===== config.mk =====
export PLATFORM = sky130hd
export DESIGN_NAME = temp_alarm_ctrl
export DESIGN_NICKNAME = d
export VERILOG_FILES = /design/src/rtl/alarm_pkg.sv /design/src/rtl/buzzer_tone_gen.sv /design/src/rtl/temp_alarm_ctrl.sv
export SDC_FILE = /design/constraint.sdc
export NUM_CORES = 1
export LEC_CHECK = 0
export CAP_MARGIN = 20
export CORE_MARGIN = 4
export CORE_UTILIZATION = 35
export CTS_CLUSTER_DIAMETER = 100
export DETAILED_ROUTE_END_ITERATION = 16
export DONT_BUFFER_PORTS = 1
export GPL_TIMING_DRIVEN = 0
export SYNTH_ARGS = -nofsm -noshare
export SYNTH_HDL_FRONTEND = slang
export SYNTH_SLANG_ARGS = --single-unit

===== constraint.sdc =====
create_clock -name clk -period 5.4 [get_ports clk]
set_clock_uncertainty 0.1 [all_clocks]
set_input_delay 0.81 -clock clk [delete_from_list [all_inputs] [get_ports clk]]
set_output_delay 0.81 -clock clk [all_outputs]
set_load 0.02 [all_outputs]

===== src/rtl/alarm_pkg.sv =====
// ============================================================
// Package : alarm_pkg
// Alarm state encoding, buzzer modes, default thresholds and target rule.
// Rev     : 1.0
// ============================================================
`default_nettype none

package alarm_pkg;

  typedef enum logic [1:0] {
    ST_NORMAL  = 2'd0,
    ST_WARNING = 2'd1,
    ST_FIRE    = 2'd2
  } alarm_state_e;

  typedef enum logic [1:0] {
    BZ_OFF  = 2'd0,
    BZ_CONT = 2'd1,
    BZ_CAD  = 2'd2
  } buzz_mode_e;

  // Also used by the image generator to pick its status text.
  localparam logic [7:0] c_DEF_WARN_ON  = 8'd35;
  localparam logic [7:0] c_DEF_WARN_OFF = 8'd33;
  localparam logic [7:0] c_DEF_FIRE_ON  = 8'd50;
  localparam logic [7:0] c_DEF_FIRE_OFF = 8'd47;

  function automatic alarm_state_e alarm_target(
    input alarm_state_e s,
    input logic [7:0]   t,
    input logic [7:0]   warn_on,
    input logic [7:0]   warn_off,
    input logic [7:0]   fire_on,
    input logic [7:0]   fire_off
  );
    if (t >= fire_on)                      return ST_FIRE;
    if (s == ST_FIRE && t >= fire_off)     return ST_FIRE;
    if (t >= warn_on)                      return ST_WARNING;
    if (s != ST_NORMAL && t >= warn_off)   return ST_WARNING;
    return ST_NORMAL;
  endfunction

endpackage

`default_nettype wire


===== src/rtl/buzzer_tone_gen.sv =====
// ============================================================
// Module : buzzer_tone_gen
// Square-wave tone divider with optional on/off cadence gating.
// Rev    : 1.0
// ============================================================
`default_nettype none

module buzzer_tone_gen
  import alarm_pkg::*;
#(
  parameter int TONE_HALF_CYC = 25000,
  parameter int BEEP_ON_CYC   = 25000000,
  parameter int BEEP_OFF_CYC  = 25000000
) (
  input  logic       clk,
  input  logic       rst,
  input  buzz_mode_e mode,
  input  logic       restart,
  output logic       buzzer
);

  localparam int c_TONE_W = $clog2(TONE_HALF_CYC + 1);
  localparam int c_CAD_W  = $clog2(BEEP_ON_CYC + BEEP_OFF_CYC + 1);

  localparam logic [c_TONE_W-1:0] c_TONE_LAST = c_TONE_W'(TONE_HALF_CYC - 1);
  localparam logic [c_CAD_W-1:0]  c_CAD_LAST  = c_CAD_W'(BEEP_ON_CYC + BEEP_OFF_CYC - 1);
  localparam logic [c_CAD_W-1:0]  c_CAD_ON    = c_CAD_W'(BEEP_ON_CYC);

  logic [c_TONE_W-1:0] r_tone_cnt;
  logic [c_CAD_W-1:0]  r_cad_cnt;
  logic                r_tone;
  logic                r_buzzer;

  logic                w_tone_wrap;
  logic [c_TONE_W-1:0] w_tone_cnt_nxt;
  logic                w_tone_nxt;
  logic [c_CAD_W-1:0]  w_cad_cnt_nxt;
  logic                w_cad_on;

  always_comb begin
    w_tone_wrap    = (r_tone_cnt == c_TONE_LAST);
    w_tone_cnt_nxt = w_tone_wrap ? '0 : r_tone_cnt + c_TONE_W'(1);
    w_tone_nxt     = r_tone ^ w_tone_wrap;
    w_cad_cnt_nxt  = (r_cad_cnt == c_CAD_LAST) ? '0 : r_cad_cnt + c_CAD_W'(1);
    w_cad_on       = (w_cad_cnt_nxt < c_CAD_ON);
  end

  // Silence or restart parks both counters so a new tone always begins
  // with a full low half-period at the start of the cadence on-phase.
  always_ff @(posedge clk or posedge rst) begin
    if (rst) begin
      r_tone_cnt <= '0;
      r_cad_cnt  <= '0;
      r_tone     <= 1'b0;
      r_buzzer   <= 1'b0;
    end else if (restart || mode == BZ_OFF) begin
      r_tone_cnt <= '0;
      r_cad_cnt  <= '0;
      r_tone     <= 1'b0;
      r_buzzer   <= 1'b0;
    end else begin
      r_tone_cnt <= w_tone_cnt_nxt;
      r_cad_cnt  <= w_cad_cnt_nxt;
      r_tone     <= w_tone_nxt;
      case (mode)
        BZ_CONT: r_buzzer <= w_tone_nxt;
        BZ_CAD:  r_buzzer <= w_tone_nxt & w_cad_on;
        default: r_buzzer <= 1'b0;
      endcase
    end
  end

  assign buzzer = r_buzzer;

endmodule

`default_nettype wire


===== src/rtl/temp_alarm_ctrl.sv =====
// ============================================================
// Module : temp_alarm_ctrl
// Temperature alarm with hysteresis, N-sample persistence, timed mute.
// Rev    : 1.0
// ============================================================
`default_nettype none

module temp_alarm_ctrl
  import alarm_pkg::*;
#(
  parameter logic [7:0] WARN_ON       = c_DEF_WARN_ON,
  parameter logic [7:0] WARN_OFF      = c_DEF_WARN_OFF,
  parameter logic [7:0] FIRE_ON       = c_DEF_FIRE_ON,
  parameter logic [7:0] FIRE_OFF      = c_DEF_FIRE_OFF,
  parameter int         PERSIST_N     = 3,
  parameter int         TONE_HALF_CYC = 25000,
  parameter int         BEEP_ON_CYC   = 25000000,
  parameter int         BEEP_OFF_CYC  = 25000000,
  parameter int         MUTE_CYC      = 1000000000
) (
  input  logic       clk,
  input  logic       rst,
  input  logic [7:0] tmp,
  input  logic       tmp_valid,
  input  logic       mute_req,
  output logic [1:0] alarm_state,
  output logic       is_warning,
  output logic       is_fire,
  output logic       muted,
  output logic       buzzer
);

  localparam int c_CNT_W  = $clog2(PERSIST_N + 1);
  localparam int c_MUTE_W = $clog2(MUTE_CYC + 1);

  localparam logic [c_CNT_W-1:0]  c_PERSIST   = c_CNT_W'(PERSIST_N);
  localparam logic [c_MUTE_W-1:0] c_MUTE_LOAD = c_MUTE_W'(MUTE_CYC);

  alarm_state_e        r_state;
  alarm_state_e        r_cand;
  logic [c_CNT_W-1:0]  r_cnt;
  logic                r_is_warning;
  logic                r_is_fire;
  logic                r_muted;
  logic [c_MUTE_W-1:0] r_mute_cnt;
  logic                r_restart;

  alarm_state_e        w_target;
  alarm_state_e        w_nxt_state;
  alarm_state_e        w_nxt_cand;
  logic [c_CNT_W-1:0]  w_nxt_cnt;
  logic [c_CNT_W-1:0]  w_cnt_inc;
  logic                w_state_chg;
  logic                w_nxt_muted;
  logic [c_MUTE_W-1:0] w_nxt_mute_cnt;
  logic                w_mute_expire;
  buzz_mode_e          w_mode;

  assign w_target = alarm_target(r_state, tmp, WARN_ON, WARN_OFF, FIRE_ON, FIRE_OFF);

  // A target differing from the last candidate starts a fresh run of one.
  always_comb begin
    w_nxt_state = r_state;
    w_nxt_cand  = r_cand;
    w_nxt_cnt   = r_cnt;
    w_cnt_inc   = ((w_target == r_cand) ? r_cnt : '0) + c_CNT_W'(1);
    if (tmp_valid) begin
      if (w_target == r_state) begin
        w_nxt_cnt = '0;
      end else begin
        w_nxt_cand = w_target;
        if (w_cnt_inc >= c_PERSIST) begin
          w_nxt_state = w_target;
          w_nxt_cnt   = '0;
        end else begin
          w_nxt_cnt = w_cnt_inc;
        end
      end
    end
  end

  assign w_state_chg = (w_nxt_state != r_state);

  // Entering FIRE or NORMAL always unmutes, even against a simultaneous request.
  always_comb begin
    w_nxt_muted    = r_muted;
    w_nxt_mute_cnt = r_mute_cnt;
    w_mute_expire  = 1'b0;
    if (w_state_chg && (w_nxt_state == ST_FIRE || w_nxt_state == ST_NORMAL)) begin
      w_nxt_muted    = 1'b0;
      w_nxt_mute_cnt = '0;
    end else if (mute_req && r_state != ST_NORMAL) begin
      w_nxt_muted    = 1'b1;
      w_nxt_mute_cnt = c_MUTE_LOAD;
    end else if (r_muted) begin
      if (r_mute_cnt == c_MUTE_W'(1)) begin
        w_nxt_muted    = 1'b0;
        w_nxt_mute_cnt = '0;
        w_mute_expire  = 1'b1;
      end else begin
        w_nxt_mute_cnt = r_mute_cnt - c_MUTE_W'(1);
      end
    end
  end

  always_ff @(posedge clk or posedge rst) begin
    if (rst) begin
      r_state      <= ST_NORMAL;
      r_cand       <= ST_NORMAL;
      r_cnt        <= '0;
      r_is_warning <= 1'b0;
      r_is_fire    <= 1'b0;
      r_muted      <= 1'b0;
      r_mute_cnt   <= '0;
      r_restart    <= 1'b0;
    end else begin
      r_state      <= w_nxt_state;
      r_cand       <= w_nxt_cand;
      r_cnt        <= w_nxt_cnt;
      r_is_warning <= (w_nxt_state == ST_WARNING);
      r_is_fire    <= (w_nxt_state == ST_FIRE);
      r_muted      <= w_nxt_muted;
      r_mute_cnt   <= w_nxt_mute_cnt;
      r_restart    <= w_state_chg | w_mute_expire;
    end
  end

  always_comb begin
    w_mode = BZ_OFF;
    if (!r_muted) begin
      case (r_state)
        ST_FIRE:    w_mode = BZ_CONT;
        ST_WARNING: w_mode = BZ_CAD;
        default:    w_mode = BZ_OFF;
      endcase
    end
  end

  buzzer_tone_gen #(
    .TONE_HALF_CYC (TONE_HALF_CYC),
    .BEEP_ON_CYC   (BEEP_ON_CYC),
    .BEEP_OFF_CYC  (BEEP_OFF_CYC)
  ) u_tone (
    .clk     (clk),
    .rst     (rst),
    .mode    (w_mode),
    .restart (r_restart),
    .buzzer  (buzzer)
  );

  assign alarm_state = r_state;
  assign is_warning  = r_is_warning;
  assign is_fire     = r_is_fire;
  assign muted       = r_muted;

endmodule

`default_nettype wire


==> impl_results.md <==
- Status: complete, no violations
- CTS tree: built
- Worst Setup Start Kind: flop
- Syn Inst Count: roughly 520
- CTS buffer count: 9
- Filler cell count: about 1,300
- Overall die area: approximately 0.016 mm²
- Clk_lat worst skew: 0.34 ns
- Worst Slack Setup Final: about 2.6 ns
- Synth area leaders: dfrtp_1 (43%), nor2_1 (6.8%), xor2_1 (5.7%), xnor2_1 (4.0%), nand2_1 (3.1%)
- Clk sinks: between 80 and 90
- Critical path cell sequence: buf_6 > o22a_1 > o31ai_4 > xor2_1 > a2bb2oi_2 > nor4_4 > a311o_1 > buf_6 > buf_6 > nor2_1
- Pwr per Cell Area: 265 mW/mm²
- Initial DRC count: 202
- Largest net degree at the start of global routing: 67
- Hold_buf cts: 0
- Minimum clock period: 2.79 ns
- Max H-tree Level: 3
- Avg Cell Area, Syn: ~9.2 µm²
- P_leak: between 1.5 and 2 nW
- Buf+Inv Stages, Crit Path: 3
- Worst Setup End Kind: flop
- Cell depth of the worst setup path: 10
- Yosys cell types: 71
- Post-CTS setup repair buffer count: 0
- ANT nets after route: 0
- CTS Root Cell: clkbuf_16
- Detailed Routing Iterations Pass 1: 4
- Cells on worst reg2reg path: 10
- Hold Fails Final Rpt: 0
- GRT overflow: 0
- Ys Warns: 0
- DR vias: about 3,800
- WS Path Type: reg -> reg
- Ports: 18
- CP peak stage delay: ~0.46 ns
- Storage element area: between 0.002 and 0.0025 mm²
- CTS Buffer Depth: 2
- Fin nets: around 550
- Total GRT Usage: 0.138
- CTS resizes: 0
- Period utilization: 0.516
- Final Max Slew Viols: 0
- Share of layout cells above drive strength 1: 0.0929
- Post-Syn Area: roughly 0.0048 mm²
- Clock transition at path regs: roughly 0.06 ns
- Top cell type's share of synthesized area: 0.434
- Die X: 125 µm
- Setup TNS: 0 ns
- Die H: around 120 µm
- Most frequent CP cell: buf_6
- CORE AREA: 0.0133 mm²
- Syn nets: 540
- Vias in the first global route: approximately 3,700
- Critical path arrival: ~2.9 ns
- Worst Hold Class: in -> async
- VDD IR-drop max: between 0.1 and 0.15 mV
- Multi-input logic area: around 0.0025 mm²
- Slowest-stage cell, CP: dfrtp_1
- Hold slack: approximately 0.18 ns
- RSZ-0062 raised after global routing: false
- Dominant synthesized flop cell: dfrtp_1
- Relative slew slack: 0.612
- Worst-margin pin slew: around 0.58 ns
- Area Growth Syn to Fin: 11.0%
- Largest area contributor in the netlist: dfrtp_1
- DRC: 0
- FMAX: about 360 MHz
- Max cap viols: 0
- EDFF count, synth: 0
- Placer congestion estimate: 0.860
- Asr flop ratio synth: 1.00
- ANT cells: 0
- Family with the most delay on the worst path: compound AO/OA/AOI/OAI gates
- Crit path max fanout: 10
- Initial Utilization: 0.360
- Synth top cells by count: nor2_1 (87), dfrtp_1 (83), nand2_1 (40), xor2_1 (31), a21oi_1 (29)
- WL/cell: about 14 µm
- Detailed Route WL: 10.3 mm
- Final core occ: 0.399
- Post-synthesis register bit count: 83
- Initial antenna violation count: 0
- Seq/Total Area, Yosys: 0.434
- Pre-CTS setup slack: between 2 and 2.5 ns
- Worst EP required: 5.53 ns
- Dpl hpwl: 7.22 mm
- I/O Buffers: 0
- First-pass GRT wire length: between 15 and 20 mm
- Number of setup violations in the final report: 0
- Via/cell ratio: ~5.4
- Count leader, synth: nor2_1
- Row count: between 40 and 50
[routing by layer]
metal / up-vias / part of all wire / GRT usage
met5: - / 0 / 0
met4: 0 / 0.014 / 0.0453
met3: 12 / 0.039 / 0.0287
met2: 72 / 0.45 / 0.211
met1: 1877 / 0.49 / 0.196
li1: 1878 / - / -
[path summary, 6_finish.rpt]
| kind | start | end | slack (ns) |
|---|---|---|---|
| setup reg to reg | alarm_state[1] | r_mute_cnt[6] | 2.61 |
| hold / removal | rst | r_mute_cnt[5] | 0.18 |
| max in group asynchronous | rst | r_restart | 4.40 |
| min in group clk | u_tone.r_tone_cnt[0] | u_tone.r_tone_cnt[0] | 0.36 |
| setup / recovery | alarm_state[1] | r_mute_cnt[6] | 2.61 |
| hold reg to reg | u_tone.r_tone_cnt[0] | u_tone.r_tone_cnt[0] | 0.36 |
[cell type report]
| type | instances | share of cell area |
|---|---|---|
| inverters | 12 | 0.00896 |
| clock buffers | 14 | 0.0497 |
| clock inverters | 2 | 0.00189 |
| repair buffers | 1 | 0.00519 |
| plain buffers | 22 | 0.0222 |
| well taps | 176 | 0.0415 |
| flip-flops and latches | 83 | 0.391 |
| multi-input cells | 404 | 0.479 |
[sequential cells by signal, indices dropped and copies added, names as in the netlist]
register / flops
alarm_state: 2
is_fire: 1
is_warning: 1
muted: 1
r_cand: 2
r_cnt: 2
r_mute_cnt: 30
r_restart: 1
u_tone.buzzer: 1
u_tone.r_cad_cnt: 26
u_tone.r_tone: 1
u_tone.r_tone_cnt: 15
[worst register-to-register path, stage by stage (launching register included)]
cell and delay [ns]:
dfrtp_1 0.46, buf_6 0.18, o22a_1 0.24, o31ai_4 0.37, xor2_1 0.27, a2bb2oi_2 0.14
nor4_4 0.38, a311o_1 0.19, buf_6 0.14, buf_6 0.14, nor2_1 0.06
[through the flow]
step	power [mW]	cell area, µm²	cells
final	1.41	5310	714
after detailed placement	0.844	5030	698
after floorplan	0.810	4780	521
after global routing	1.48	5310	714
after CTS	1.42	5310	714
after global placement	0.834	5000	697
[cells in the final DEF (no fill, tap or decap), drive strengths merged, types with 9 or more instances in the layout]
cell type / instances
nand3: 24
nor4: 9
nor3: 16
xor2: 31
nor2: 88
a21oi: 29
and3: 9
or3: 11
dfrtp: 83
clkbuf: 29
nand4: 11
nand2: 40
inv: 12
o21ai: 17
xnor2: 22
[cell families (layout without fill, tap and decap cells)]
kind of cell,after synthesis,in the layout,share of synthesized area
mux,4,4,0.00889
buf+inv,34,51,0.0340
flops,83,83,0.434
xor+xnor,53,53,0.0970
simple gates,250,250,0.276
fa+ha+maj,7,7,0.0183
compound gates,90,90,0.131
[where the power goes]
group	switching, mW	internal, mW	leakage, nW
logic	0.0833	0.0649	0.789
registers	0.0333	0.649	1.07
clock network	0.241	0.336	0.137
total	0.358	1.05	1.99
Power figures use the tool's default switching activity.
